===== src/rtl/score_bcd_display_pkg.sv =====
// Shared types and constants for the score display driver.
// Holds the converter FSM states and the 7-segment code table.
package score_disp_pkg;

    typedef enum logic [1:0] {
        IDLE,
        CONV,
        UPDATE
    } state_t;

    // Active-high segment codes, bit order gfe_dcba
    localparam logic [6:0] SEG_LUT [0:9] = '{
        7'h3F, 7'h06, 7'h5B, 7'h4F, 7'h66,
        7'h6D, 7'h7D, 7'h07, 7'h7F, 7'h6F
    };

    localparam logic [6:0] SEG_BLANK = 7'h00;

endpackage


===== src/rtl/score_bcd_display_if.sv =====
// Score display bus: value/load request in, status and display data out.
// Ports: value, load (to driver); busy, done, overflow, bcd, hex (from driver).
interface score_bcd_display_if #(
    parameter int BIN_W  = 20,
    parameter int DIGITS = 6
);
    logic [BIN_W-1:0]    value;
    logic                load;
    logic                busy;
    logic                done;
    logic                overflow;
    logic [4*DIGITS-1:0] bcd;
    logic [7*DIGITS-1:0] hex;

    modport master (
        output value, load,
        input  busy, done, overflow, bcd, hex
    );

    modport slave (
        input  value, load,
        output busy, done, overflow, bcd, hex
    );
endinterface


===== src/rtl/score_bcd_display_seg7.sv =====
// Combinational BCD digit to 7-segment decoder (gfe_dcba).
// Ports: digit[3:0], blank, active_low in; seg[6:0] out.
module seg7_decode
    import score_disp_pkg::*;
(
    input  logic [3:0] digit,
    input  logic       blank,
    input  logic       active_low,
    output logic [6:0] seg
);
    logic [6:0] seg_hi;

    always_comb begin
        seg_hi = SEG_BLANK;
        if (!blank) begin
            for (int i = 0; i < 10; i++) begin
                if (digit == 4'(i)) seg_hi = SEG_LUT[i];
            end
        end
        seg = active_low ? ~seg_hi : seg_hi;
    end
endmodule


===== src/rtl/score_bcd_display.sv =====
// Sequential double-dabble score converter driving DIGITS 7-seg displays.
// Ports: clk, reset (async, high); bus (slave): value/load in, busy/done/overflow/bcd/hex out.
module score_bcd_display
    import score_disp_pkg::*;
#(
    parameter int BIN_W      = 20,
    parameter int DIGITS     = 6,
    parameter bit ACTIVE_LOW = 1'b1,
    parameter bit BLANK_LZ   = 1'b1
) (
    input logic clk,
    input logic reset,
    score_bcd_display_if.slave bus
);
    localparam int BW = 4 * DIGITS;
    localparam int HW = 7 * DIGITS;
    localparam int CW = $clog2(BIN_W);
    localparam logic [6:0] OFF = ACTIVE_LOW ? 7'h7F : 7'h00;

    state_t            state, state_nx;
    logic              start;
    logic [BIN_W-1:0]  start_val;
    logic [BIN_W-1:0]  shreg, pend_val;
    logic              pending, ovf_acc;
    logic [CW-1:0]     cnt;
    logic [BW-1:0]     acc, acc_adj, res_bcd;
    logic [DIGITS-1:0] blank;
    logic              lead_zero;
    logic [HW-1:0]     hex_nx;

    logic              busy_q, done_q, ovf_q;
    logic [BW-1:0]     bcd_q;
    logic [HW-1:0]     hex_q;

    always_ff @(posedge clk or posedge reset) begin
        if (reset) state <= IDLE;
        else       state <= state_nx;
    end

    // A load seen in UPDATE is the newest request, so it beats pend_val.
    always_comb begin
        state_nx  = state;
        start     = 1'b0;
        start_val = bus.value;
        unique case (state)
            IDLE: begin
                if (bus.load) begin
                    start    = 1'b1;
                    state_nx = CONV;
                end
            end
            CONV: begin
                if (cnt == CW'(BIN_W - 1)) state_nx = UPDATE;
            end
            UPDATE: begin
                if (bus.load) begin
                    start    = 1'b1;
                    state_nx = CONV;
                end else if (pending) begin
                    start     = 1'b1;
                    start_val = pend_val;
                    state_nx  = CONV;
                end else begin
                    state_nx = IDLE;
                end
            end
            default: state_nx = IDLE;
        endcase
    end

    always_comb begin
        acc_adj = acc;
        for (int k = 0; k < DIGITS; k++) begin
            if (acc[4*k +: 4] >= 4'd5) acc_adj[4*k +: 4] = acc[4*k +: 4] + 4'd3;
        end
    end

    always_ff @(posedge clk or posedge reset) begin
        if (reset) begin
            shreg    <= '0;
            acc      <= '0;
            cnt      <= '0;
            ovf_acc  <= 1'b0;
            pending  <= 1'b0;
            pend_val <= '0;
        end else begin
            if (start) begin
                shreg   <= start_val;
                acc     <= '0;
                cnt     <= '0;
                ovf_acc <= 1'b0;
            end else if (state == CONV) begin
                acc     <= {acc_adj[BW-2:0], shreg[BIN_W-1]};
                shreg   <= {shreg[BIN_W-2:0], 1'b0};
                // A carry out of the top digit means the score needs more digits
                ovf_acc <= ovf_acc | acc_adj[BW-1];
                cnt     <= cnt + CW'(1);
            end
            if (state == UPDATE) begin
                pending <= 1'b0;
            end else if (state == CONV && bus.load) begin
                pending  <= 1'b1;
                pend_val <= bus.value;
            end
        end
    end

    assign res_bcd = ovf_acc ? {DIGITS{4'h9}} : acc;

    // Saturated results are all nines, so they never blank.
    always_comb begin
        blank     = '0;
        lead_zero = 1'b1;
        for (int k = DIGITS - 1; k >= 1; k--) begin
            lead_zero = lead_zero & (res_bcd[4*k +: 4] == 4'h0);
            blank[k]  = BLANK_LZ & lead_zero;
        end
    end

    for (genvar g = 0; g < DIGITS; g++) begin : g_seg
        seg7_decode u_seg (
            .digit      (res_bcd[4*g +: 4]),
            .blank      (blank[g]),
            .active_low (ACTIVE_LOW),
            .seg        (hex_nx[7*g +: 7])
        );
    end

    always_ff @(posedge clk or posedge reset) begin
        if (reset) begin
            busy_q <= 1'b0;
            done_q <= 1'b0;
            ovf_q  <= 1'b0;
            bcd_q  <= '0;
            hex_q  <= {DIGITS{OFF}};
        end else begin
            busy_q <= (state_nx != IDLE);
            done_q <= (state == UPDATE);
            if (state == UPDATE) begin
                bcd_q <= res_bcd;
                hex_q <= hex_nx;
                ovf_q <= ovf_acc;
            end
        end
    end

    assign bus.busy     = busy_q;
    assign bus.done     = done_q;
    assign bus.overflow = ovf_q;
    assign bus.bcd      = bcd_q;
    assign bus.hex      = hex_q;

endmodule


===== src/flat_wrapper.sv =====
// flat-port wrapper written by rule: the top's interface ports become plain ports
module score_bcd_display_flat import score_disp_pkg::*;
#(
    parameter int BIN_W      = 20,
    parameter int DIGITS     = 6,
    parameter bit ACTIVE_LOW = 1'b1,
    parameter bit BLANK_LZ   = 1'b1
)
  (clk, reset, bus_value, bus_load, bus_busy, bus_done, bus_overflow, bus_bcd, bus_hex);
  score_bcd_display_if #(.BIN_W(BIN_W), .DIGITS(DIGITS)) bus_i ();
  input logic clk;
  input logic reset;
  input wire logic [$bits(bus_i.value)-1:0] bus_value;
  input wire logic [$bits(bus_i.load)-1:0] bus_load;
  output wire logic [$bits(bus_i.busy)-1:0] bus_busy;
  output wire logic [$bits(bus_i.done)-1:0] bus_done;
  output wire logic [$bits(bus_i.overflow)-1:0] bus_overflow;
  output wire logic [$bits(bus_i.bcd)-1:0] bus_bcd;
  output wire logic [$bits(bus_i.hex)-1:0] bus_hex;
  assign bus_i.value = bus_value;
  assign bus_i.load = bus_load;
  assign bus_busy = bus_i.busy;
  assign bus_done = bus_i.done;
  assign bus_overflow = bus_i.overflow;
  assign bus_bcd = bus_i.bcd;
  assign bus_hex = bus_i.hex;
  score_bcd_display #(.BIN_W(BIN_W), .DIGITS(DIGITS), .ACTIVE_LOW(ACTIVE_LOW), .BLANK_LZ(BLANK_LZ)) u_core (.clk(clk), .reset(reset), .bus(bus_i));
endmodule

===== config.mk =====
export PLATFORM = sky130hd
export DESIGN_NAME = score_bcd_display_flat
export DESIGN_NICKNAME = d
export VERILOG_FILES = /design/src/rtl/score_bcd_display_pkg.sv /design/src/rtl/score_bcd_display_if.sv /design/src/rtl/score_bcd_display_seg7.sv /design/src/rtl/score_bcd_display.sv /design/src/flat_wrapper.sv
export SDC_FILE = /design/constraint.sdc
export NUM_CORES = 1
export LEC_CHECK = 0
export BUFFER_PORTS_ARGS = -buffer_cell sky130_fd_sc_hd__buf_2
export CAP_MARGIN = 15
export CORE_MARGIN = 5
export CORE_UTILIZATION = 54
export CTS_CLUSTER_SIZE = 25
export DETAILED_ROUTE_END_ITERATION = 10
export PLACE_DENSITY_LB_ADDON = 0.08
export SETUP_SLACK_MARGIN = 0.3
export SKIP_LAST_GASP = 1
export SLEW_MARGIN = 30
export SYNTH_ARGS = -nofsm -noshare
export SYNTH_HDL_FRONTEND = slang
export SYNTH_HIERARCHICAL = 1
export SYNTH_SLANG_ARGS = --single-unit

===== constraint.sdc =====
create_clock -name clk -period 4.31 [get_ports clk]
set_clock_uncertainty 0.1 [all_clocks]
set_input_delay 0.6465 -clock clk [delete_from_list [all_inputs] [get_ports clk]]
set_output_delay 0.6465 -clock clk [all_outputs]
set_load 0.005 [all_outputs]

==> reports/results.ini, run 1 <==
[cts]
cts_buffers = 17
cts_setup_buffers = 0
clockBufferDepth = 2
root_buffer = clkbuf_16
cts_tree = built
worst_skew_pair.late_latency_ps = 430
cts-htree-levels = 4
cts_resized = 0
cts.sinks = 142
path_clk_slew_ps = 60
cts_hold_buffers = 0

[timing]
post-route-period-util_pct = 71.63
maxSlewHeadroom_pct = 39.73
fin_crit_ps = 3087
fmax_mhz = 323.9
hold_viol_final = 0
rsz0062_at_grt = no
worst_slew_pin_slew_ps = 901.9
tns_ps = 0
slew_violations = 0
finalSetupViolations = 0

[finish]
fin_util_pct = 62.10
area_growth_pct = 12.60
diodes = 0
layout-drive-gt1-share_pct = 25.39
nNetsFinal = 988

[synthesis]
ys_ff_latch = 142
async_reset_ff_share_pct = 100.0
syn_area_mm2 = 0.008384
ys.flop_type = dfrtp_1
syn_inst = 875
avgSynthCellArea_um2 = 9.582
yosysWarningCount = 6
ys_types = 67
synth_edf_count = 0
ys_seq_area_share_pct = 43.01

[drt]
route.detailed.drc = 0
ant_nets = 0
viasPerCell = 5.624
routedWlPerCell_um = 15.57
wl_um = 17960
vias = 6484
first_iter_violations = 288
detail_route.first_pass.iterations = 4

[critical_path]
worstPathRequired_ps = 4580
cp.arrival_ps = 3350
setup.worst_path.start_class = register
crit_type = reg -> reg
end_kind = register
critPathMaxFanout = 12

[floorplan]
ios = 92
die_h_um = 134.6
die_w_um = 134.6
num_rows = 45
coreArea_mm2 = 0.01520
start_util_pct = 55.15
die_area_mm2 = 0.01812

[pwr]
power_mw = 4.424
ir_drop_mv = 0.2816
p_leak_nw = 4.442
powerDensity_mw_per_mm2 = 468.6

[placed_design]
hpwlAfterDp_um = 11970
place_congestion = 0.8434
port_buffers = 91

[global_routing]
grtUsageTotal_pct = 20.45
grt_max_degree = 113
grt_first_pass_wirelength_um = 30630
antenna_found_initial = 0
grt_pass1_vias = 6365
overflow = 0

[min_path]
hold_path_class = in -> async

[job]
drv_cap = 0

[outcome]
status = finished clean

-- final cells by class --
| type | instances | area (µm²) |
|---|---|---|
| clock buffer | 19 | 452.9 |
| clock inverter | 13 | 115.1 |
| fill | 1310 | 5762 |
| inverter | 18 | 71.32 |
| multi-input combinational | 675 | 4439 |
| sequential | 142 | 3606 |
| tap | 188 | 235.2 |
| timing repair buffer | 98 | 520.5 |
-- path summary, 6_finish.rpt --
check / from / end / slack (ps) / cells after the start
setup / recovery: u_core/acc[16] / u_core/bus.hex[11] / 1220 / 9
hold / removal: reset / u_core/shreg[16] / 220 / 2
setup reg to reg: u_core/acc[16] / u_core/bus.hex[11] / 1220 / 9
hold reg to reg: u_core/bus.hex[12] / u_core/bus.hex[12] / 350 / 2
max in group asynchronous: reset / u_core/pend_val[7] / 2890 / 3
min in group clk: u_core/bus.hex[12] / u_core/bus.hex[12] / 350 / 2
-- cell usage in the layout, fill, tap and decap left out, types with 13 or more instances in the layout --
cell type and count:
a21o_1 16, a21oi_1 30, and2_1 13, buf_2 91, clkbuf_16 17, conb_1 27, dfrtp_1 100, dfstp_2 42
ha_1 13, inv_1 14, mux2_1 30, nand2_1 180, nand2b_1 13, nand3_1 14, nor2_1 16, nor2b_1 20
nor3_1 24, o21ai_0 18, o21ai_1 24, o21bai_1 15, or2_2 13, xor2_1 38
-- where the power goes --
part | internal [mW] | total, mW | switching, mW | leakage [nW]
Sequential | 1.77 | 1.93 | 0.168 | 1.69
Combinational | 0.522 | 1.10 | 0.582 | 2.48
Clock | 0.822 | 1.39 | 0.564 | 0.271
-- layer usage --
layer / vias to the layer above / share of wire, % / GRT usage, %
met4: 0 / 1.3 / 6.335
met1: 3167 / 47 / 27.01
met5: - / 0 / 0
met3: 23 / 3.9 / 4.806
li1: 3170 / - / -
met2: 124 / 48 / 33.60
-- kinds of logic (layout without fill, tap and decap cells) --
family | after synthesis | count (layout) | synth area share, %
flops | 142 | 142 | 43.01
buf+inv | 83 | 148 | 5.492
other cells | 2 | 27 | 0.08957
fa+ha+maj | 13 | 13 | 1.940
simple gates | 340 | 340 | 19.94
xor+xnor | 49 | 49 | 5.119
mux | 42 | 42 | 5.566
compound gates | 204 | 204 | 18.85
-- cells in the mapped netlist, types with 6 or more instances --
cell type	instances	share of area [%]
nand2_1	180	8.1
a21o_1	16	1.4
a211oi_2	6	0.90
nor2_1	17	0.76
buf_6	16	2.1
o221a_1	12	1.6
xor2_1	38	4.0
a211o_1	6	0.63
nand3_1	14	0.84
and2_1	13	0.97
ha_1	13	1.9
nand2b_1	14	1.0
nor2b_1	26	1.9
a21oi_1	30	1.8
nor3_1	24	1.4
o211ai_1	10	0.90
a22oi_1	12	1.1
inv_1	15	0.67
xnor2_1	11	1.1
o22ai_1	8	0.60
o21bai_1	15	1.3
or2_2	13	0.97
nor3b_1	11	0.98
buf_2	20	1.2
dfrtp_1	100	30
mux2_1	30	4.0
dfstp_2	42	13
clkbuf_1	24	1.1
o21ai_1	24	1.4
o21ai_0	18	1.1
mux2_2	7	0.94
-- state kept, by name (all words and copies together) (netlist names) --
name	cells
u_core/acc	24
u_core/bus.bcd	24
u_core/bus.busy	1
u_core/bus.done	1
u_core/bus.hex	42
u_core/bus.overflow	1
u_core/cnt	5
u_core/ovf_acc	1
u_core/pend_val	20
u_core/pending	1
u_core/shreg	20
u_core/state	2
-- metrics by stage --
step | std cells | hold WS (ps) | setup WS [ps] | area [µm²]
floorplan | 900 | 348.2 | 1728 | 8482
global placement | 1121 | 345.6 | 1213 | 8850
detailed placement | 1121 | 346.3 | 1223 | 8860
CTS | 1153 | 219.0 | 1193 | 9428
global route | 1153 | 262.4 | 1004 | 9440
finish | 1153 | 220.0 | 1223 | 9440
-- critical path, stage by stage, from the launching register on --
cell and delay, ps:
dfrtp_1 430, or2_4 350, nor4_4 640, and4_1 510, and4b_1 430, a21o_1 210
nor3_2 70, xor2_1 140, nand2_1 60, nand2_1 90
Note: power is estimated with default switching activity, not from simulation.
==> run 2: changes to the inputs <==
--- a/config.mk
+++ b/config.mk
@@ -8,7 +8,7 @@
 export BUFFER_PORTS_ARGS = -buffer_cell sky130_fd_sc_hd__buf_2
 export CAP_MARGIN = 15
 export CORE_MARGIN = 5
-export CORE_UTILIZATION = 54
+export CORE_UTILIZATION = 55
 export CTS_CLUSTER_SIZE = 25
 export DETAILED_ROUTE_END_ITERATION = 10
 export PLACE_DENSITY_LB_ADDON = 0.08
==> constraint.sdc (replaced) <==
create_clock -name clk -period 3.13 [get_ports clk]
set_clock_uncertainty 0.1 [all_clocks]
set_input_delay 0.4695 -clock clk [delete_from_list [all_inputs] [get_ports clk]]
set_output_delay 0.4695 -clock clk [all_outputs]
set_load 0.005 [all_outputs]
==> reports/results.ini, run 2 (same netlist as run 1, synthesis figures left out) <==
[timing]
worst_hold_slack_ps = 100.2
fin_crit_ps = 2637
fmax_mhz = 379.2
worst_slew_pin_slew_ps = 845.3
tns_ps = 0
finalSetupViolations = 0
post-route-period-util_pct = 84.24
postLayoutSetupSlackWorst_ps = 493.2
maxSlewHeadroom_pct = 43.44
rsz0062_at_grt = no
hold_viol_final = 0
slew_violations = 0

[critical_path]
cp.arrival_ps = 2890
critPathMaxFanout = 12
cp_cell_sequence = or2_4, nor4_4, and4_1, and4b_1, a21o_1, nor3_2, xor2_1, nand2_1, nand2_1
cp_slowest_stage_delay_ps = 500
path_buf_inv = 0
worstPathRequired_ps = 3380
setup.worst_path.start_class = register
crit_type = reg -> reg
crit_end = u_core/bus.hex[11]
r2r_start = u_core/ovf_acc
cp.depth = 9
rr_endpoint = u_core/bus.hex[11]
rr_worst_depth = 9
crit_start = u_core/ovf_acc
end_kind = register
r2r_slack_ps = 490
crit_slowest_cell = dfrtp_1
cpLargestDelayFamily = simple AND/OR/NAND/NOR gates
crit_top_cell = nand2_1

[cts]
cts_hold_buffers = 0
cts_setup_buffers = 0
path_clk_slew_ps = 60
cts.sinks = 142
worst_skew_pair.late_latency_ps = 410
cts_buffers = 17
root_buffer = clkbuf_16
cts-htree-levels = 4
cts_resized = 0
cts_tree = built
clockBufferDepth = 2

[finish]
final_cell_mix = nand2_1 (180), dfrtp_1 (100), buf_2 (91)
diodes = 0
multiInputGateArea_mm2 = 0.004424
layout_commonest_cell = nand2_1
largest_reg_flops = 42
nNetsFinal = 1007
area_growth_pct = 14.80
seqCellArea_mm2 = 0.003606
final.fill_count = 1293
layout-drive-gt1-share_pct = 26.02

[pwr]
power_mw = 6.307
p_int_mw = 4.521
clockPowerShare_pct = 33.3
powerDensity_mw_per_mm2 = 655.3
power.share.combinational_pct = 24.4
ir_drop_mv = 0.3412
p_sw_share_pct = 28.32
p_seq_share_pct = 42.3
p_leak_nw = 4.575
p_switching_mw = 1.787

[drt]
detail_route.first_pass.iterations = 4
viasPerCell = 5.567
vias = 6524
route.detailed.drc = 0
first_iter_violations = 365
ant_nets = 0
routedWlPerCell_um = 15.37
wl_um = 18020

[global_routing]
grt_pass1_vias = 6560
use_met1_pct = 27.45
met2_usage_pct = 35.89
busiest_layer = met2
grtUsageTotal_pct = 21.08
grt_first_pass_wirelength_um = 31370
overflow = 0
antenna_found_initial = 0
gr-usage-met3_pct = 4.267
grt_max_degree = 51

[placed_design]
hpwlAfterDp_um = 12370
port_buffers = 91
preCtsSetupSlack_ps = 535.9
place_congestion = 0.8018

[job]
drv_cap = 0

[floorplan]
start_util_pct = 55.56
ios = 92
coreArea_mm2 = 0.01509
die_h_um = 133.5
num_rows = 45
die_area_mm2 = 0.01781
die_w_um = 133.5

[outcome]
status = finished clean

[min_path]
hold_path_class = in -> async

==> run 2: power groups by stage <==
stage	combinational, mW	sequential [mW]	clock, mW
2_1_floorplan	0.981	2.71	0
3_3_place_gp	1.51	2.67	0
3_5_place_dp	1.55	2.69	0
4_1_cts	1.57	2.67	2.14
5_1_grt	1.74	2.73	2.23
6_report	1.54	2.67	2.10
==> run 2: routing by layer <==
layer | up-vias | wire, µm
met2 | 117 | 8860
met3 | 20 | 635
met5 | - | 0
met4 | 0 | 199
met1 | 3181 | 8324
li1 | 3206 | -
==> run 2: worst min path at each step <==
stage,start,end,slack [ps],depth (start not counted)
2_1_floorplan,u_core/bus.hex[0],u_core/bus.hex[0],350,2
3_3_place_gp,u_core/bus.hex[18],u_core/bus.hex[18],340,2
3_5_place_dp,u_core/bus.hex[38],u_core/bus.hex[38],350,2
4_1_cts,reset,u_core/pend_val[15],110,2
5_1_grt,reset,u_core/bus.busy,160,2
6_report,reset,u_core/pend_val[15],100,2
==> run 2: final cells by class <==
| cell class | instances | share of cell area, % |
|---|---|---|
| clock buffers | 20 | 4.641 |
| clock inverters | 12 | 1.729 |
| inverters | 18 | 0.7409 |
| multi-input cells | 675 | 45.96 |
| flip-flops and latches | 142 | 37.46 |
| well taps | 188 | 2.444 |
| repair buffers | 117 | 7.019 |
==> run 2: worst register-to-register path: cells and delay by family (launching register included) <==
kind                      cells  cell delay, ps
and+or+nand+nor               7            1610
DFF                           1             500
AOI/OAI and AO/OA             1             220
xor gates and xnor gates      1             140
==> run 2: metrics by stage <==
| stage | cells | utilization, % | area [µm²] |
|---|---|---|---|
| after detailed placement | 1140 | 59.73 | 9012 |
| after CTS | 1172 | 63.79 | 9625 |
| after global placement | 1140 | 59.68 | 9005 |
| after global routing | 1172 | 63.79 | 9625 |
| after floorplan | 900 | - | 8482 |
| final | 1172 | 63.79 | 9625 |
==> run 3: changes to the inputs <==
--- a/config.mk
+++ b/config.mk
@@ -5,6 +5,7 @@
 export SDC_FILE = /design/constraint.sdc
 export NUM_CORES = 1
 export LEC_CHECK = 0
+export ABC_AREA = 1
 export BUFFER_PORTS_ARGS = -buffer_cell sky130_fd_sc_hd__buf_2
 export CAP_MARGIN = 15
 export CORE_MARGIN = 5
==> constraint.sdc (replaced) <==
create_clock -name clk -period 2.6 [get_ports clk]
set_clock_uncertainty 0.1 [all_clocks]
set_input_delay 0.39 -clock clk [delete_from_list [all_inputs] [get_ports clk]]
set_output_delay 0.39 -clock clk [all_outputs]
set_load 0.005 [all_outputs]
==> reports/results.ini, run 3 <==
[outcome]
status = finished clean

[cts]
path_clk_slew_ps = 60
root_buffer = clkbuf_16
cts_buffers = 17
cts.sinks = 142
worst_skew_pair.late_latency_ps = 420
cts-htree-levels = 4
clockBufferDepth = 2
cts_tree = built

[drt]
viasPerCell = 5.160
vias = 7854
ant_nets = 0
wl_um = 19400
first_iter_violations = 511
route.detailed.drc = 0
detail_route.first_pass.iterations = 7
routedWlPerCell_um = 12.74

[synthesis]
syn_area_mm2 = 0.008457
synth_common_cells = nand2_1 (505), nand3_1 (164), dfrtp_1 (100), inv_1 (89), nor2_1 (61)
syn_inst = 1206
netlist_top_cells_area = dfrtp_1 (30%), nand2_1 (22%), dfstp_2 (13%)
synth.most_common_cell = nand2_1
ys_types = 33
ys.flop_type = dfrtp_1
avgSynthCellArea_um2 = 7.012
yosysWarningCount = 6
yosys.area.top_type = dfrtp_1
async_reset_ff_share_pct = 100.0
synth_top_area_share_pct = 29.59
synth_edf_count = 0
ys_ff_latch = 142
ys_seq_area_share_pct = 42.64

[global_routing]
grt_first_pass_wirelength_um = 33440
antenna_found_initial = 0
grtUsageTotal_pct = 22.22
grt_max_degree = 63
overflow = 0
grt_pass1_vias = 7155

[timing]
fmax_mhz = 469.0
fin_crit_ps = 2132
rsz0062_at_grt = yes
slew_violations = 0
maxSlewHeadroom_pct = 64.12
post-route-period-util_pct = 82.01
finalSetupViolations = 0
hold_viol_final = 0
postLayoutSetupSlackWorst_ps = 467.6
tns_ps = 0
worst_slew_pin_slew_ps = 537.0

[critical_path]
end_kind = register
r2r_slack_ps = 470
worstPathRequired_ps = 2850
crit_type = reg -> reg
crit_end = u_core/bus.hex[3]
setup.worst_path.start_class = register
crit_start = u_core/ovf_acc
critPathMaxFanout = 10
cp.arrival_ps = 2380
r2r_start = u_core/ovf_acc
rr_worst_depth = 11
rr_endpoint = u_core/bus.hex[3]

[floorplan]
die_area_mm2 = 0.01796
start_util_pct = 55.84
coreArea_mm2 = 0.01515
num_rows = 45
ios = 92
die_h_um = 134
die_w_um = 134

[finish]
fin_util_pct = 63.96
largest_reg_flops = 42
diodes = 0
layout-drive-gt1-share_pct = 16.19
area_growth_pct = 14.54
nNetsFinal = 1357
final.fill_count = 1392
layout_commonest_cell = nand2_1
final_cell_mix = nand2_1 (505), nand3_1 (164), dfrtp_1 (100)

[pwr]
powerDensity_mw_per_mm2 = 970.8
p_leak_nw = 5.332
ir_drop_mv = 0.5602

[placed_design]
preCtsSetupSlack_ps = 482.8
hpwlAfterDp_um = 12930
port_buffers = 91
place_congestion = 0.8975

[job]
drv_cap = 0

[min_path]
hold_path_class = in -> reg

==> run 3: cell count changes after synthesis, sizes merged, moves of 21 or more <==
cell	delta
nand2	+331
nand3	+156
inv	+90
nor2	+46
mux2	-37
nor2b	-27
xor2	-26
nor3	-25
o21ai	+22
a21o	-21
==> run 3: area by class of cell <==
cell class,instances,area [µm²],area share (%)
clock buffers,20,456.7,4.715
clock inverters,12,115.1,1.188
inverters,114,439.2,4.534
multi-input cells,940,4239,43.76
flip-flops and latches,142,3606,37.23
well taps,188,235.2,2.428
repair buffers,106,595.6,6.148
==> run 3: how the worst min path moves through the flow <==
| stage | startpoint | end | depth (start not counted) |
|---|---|---|---|
| CTS | bus_value[11] | u_core/pend_val[11] | 3 |
| global route | bus_value[11] | u_core/pend_val[11] | 3 |
| detailed placement | u_core/bus.hex[22] | u_core/bus.hex[22] | 2 |
| finish | bus_value[11] | u_core/pend_val[11] | 3 |
| floorplan | u_core/pend_val[10] | u_core/pend_val[10] | 2 |
| global placement | u_core/pend_val[11] | u_core/pend_val[11] | 2 |
==> run 3: timing repair <==
item                                    4_1_cts  5_1_grt
hold buffers                                  1        0
resized for setup                             0        4
endpoints found under the setup margin        0        4
setup buffers                                 0        0
hold endpoints to repair                      3        0
==> run 3: cell families (layout without fill, tap and decap cells) <==
| family | Yosys count | count (layout) | share of synthesized area (%) |
|---|---|---|---|
| simple gates | 773 | 773 | 38.67 |
| buf+inv | 160 | 252 | 8.892 |
| flops | 142 | 142 | 42.64 |
| compound gates | 104 | 104 | 6.539 |
| fa+ha+maj | 13 | 13 | 1.923 |
| xor+xnor | 12 | 12 | 1.243 |
| other cells | 2 | 38 | 0.08880 |
==> run 3: per-layer routing <==
| metal | part of all wire (%) | up-vias | routed length [µm] | global-route usage [%] |
|---|---|---|---|---|
| li1 | - | 4040 | - | - |
| met1 | 48 | 3594 | 9276 | 30.20 |
| met2 | 47 | 204 | 9037 | 36.64 |
| met3 | 4.9 | 16 | 957 | 4.951 |
| met4 | 0.64 | 0 | 124 | 4.971 |
| met5 | 0 | - | 0 | 0 |
==> run 3: where the power goes <==
part / leakage [nW] / switching [mW] / total (mW) / internal [mW]
clock network: 0.260 / 0.967 / 2.34 / 1.37
registers: 1.68 / 0.379 / 3.46 / 3.09
logic: 3.40 / 2.20 / 3.60 / 1.40
total: 5.33 / 3.55 / 9.40 / 5.86
==> run 3: worst max-delay path, stage by stage (launching register included) <==
cell and delay, ps:
dfrtp_1 490, buf_4 240, nor2_1 390, inv_1 180
nor2_1 160, nand3_1 130, nand3_1 110, nand2_1 60
nand2_1 50, nand2_1 40, nand2_1 60, nand2_1 50
==> run 3: through the flow <==
step	total power, mW	hold slack [ps]	cells	cell area [µm²]
CTS	9.471	108.1	1522	9679
detailed placement	7.086	354.2	1489	9097
global route	10.23	109.3	1522	9687
global placement	7.022	353.9	1489	9097
floorplan	6.020	342.5	1242	8596
finish	9.404	116.3	1522	9687
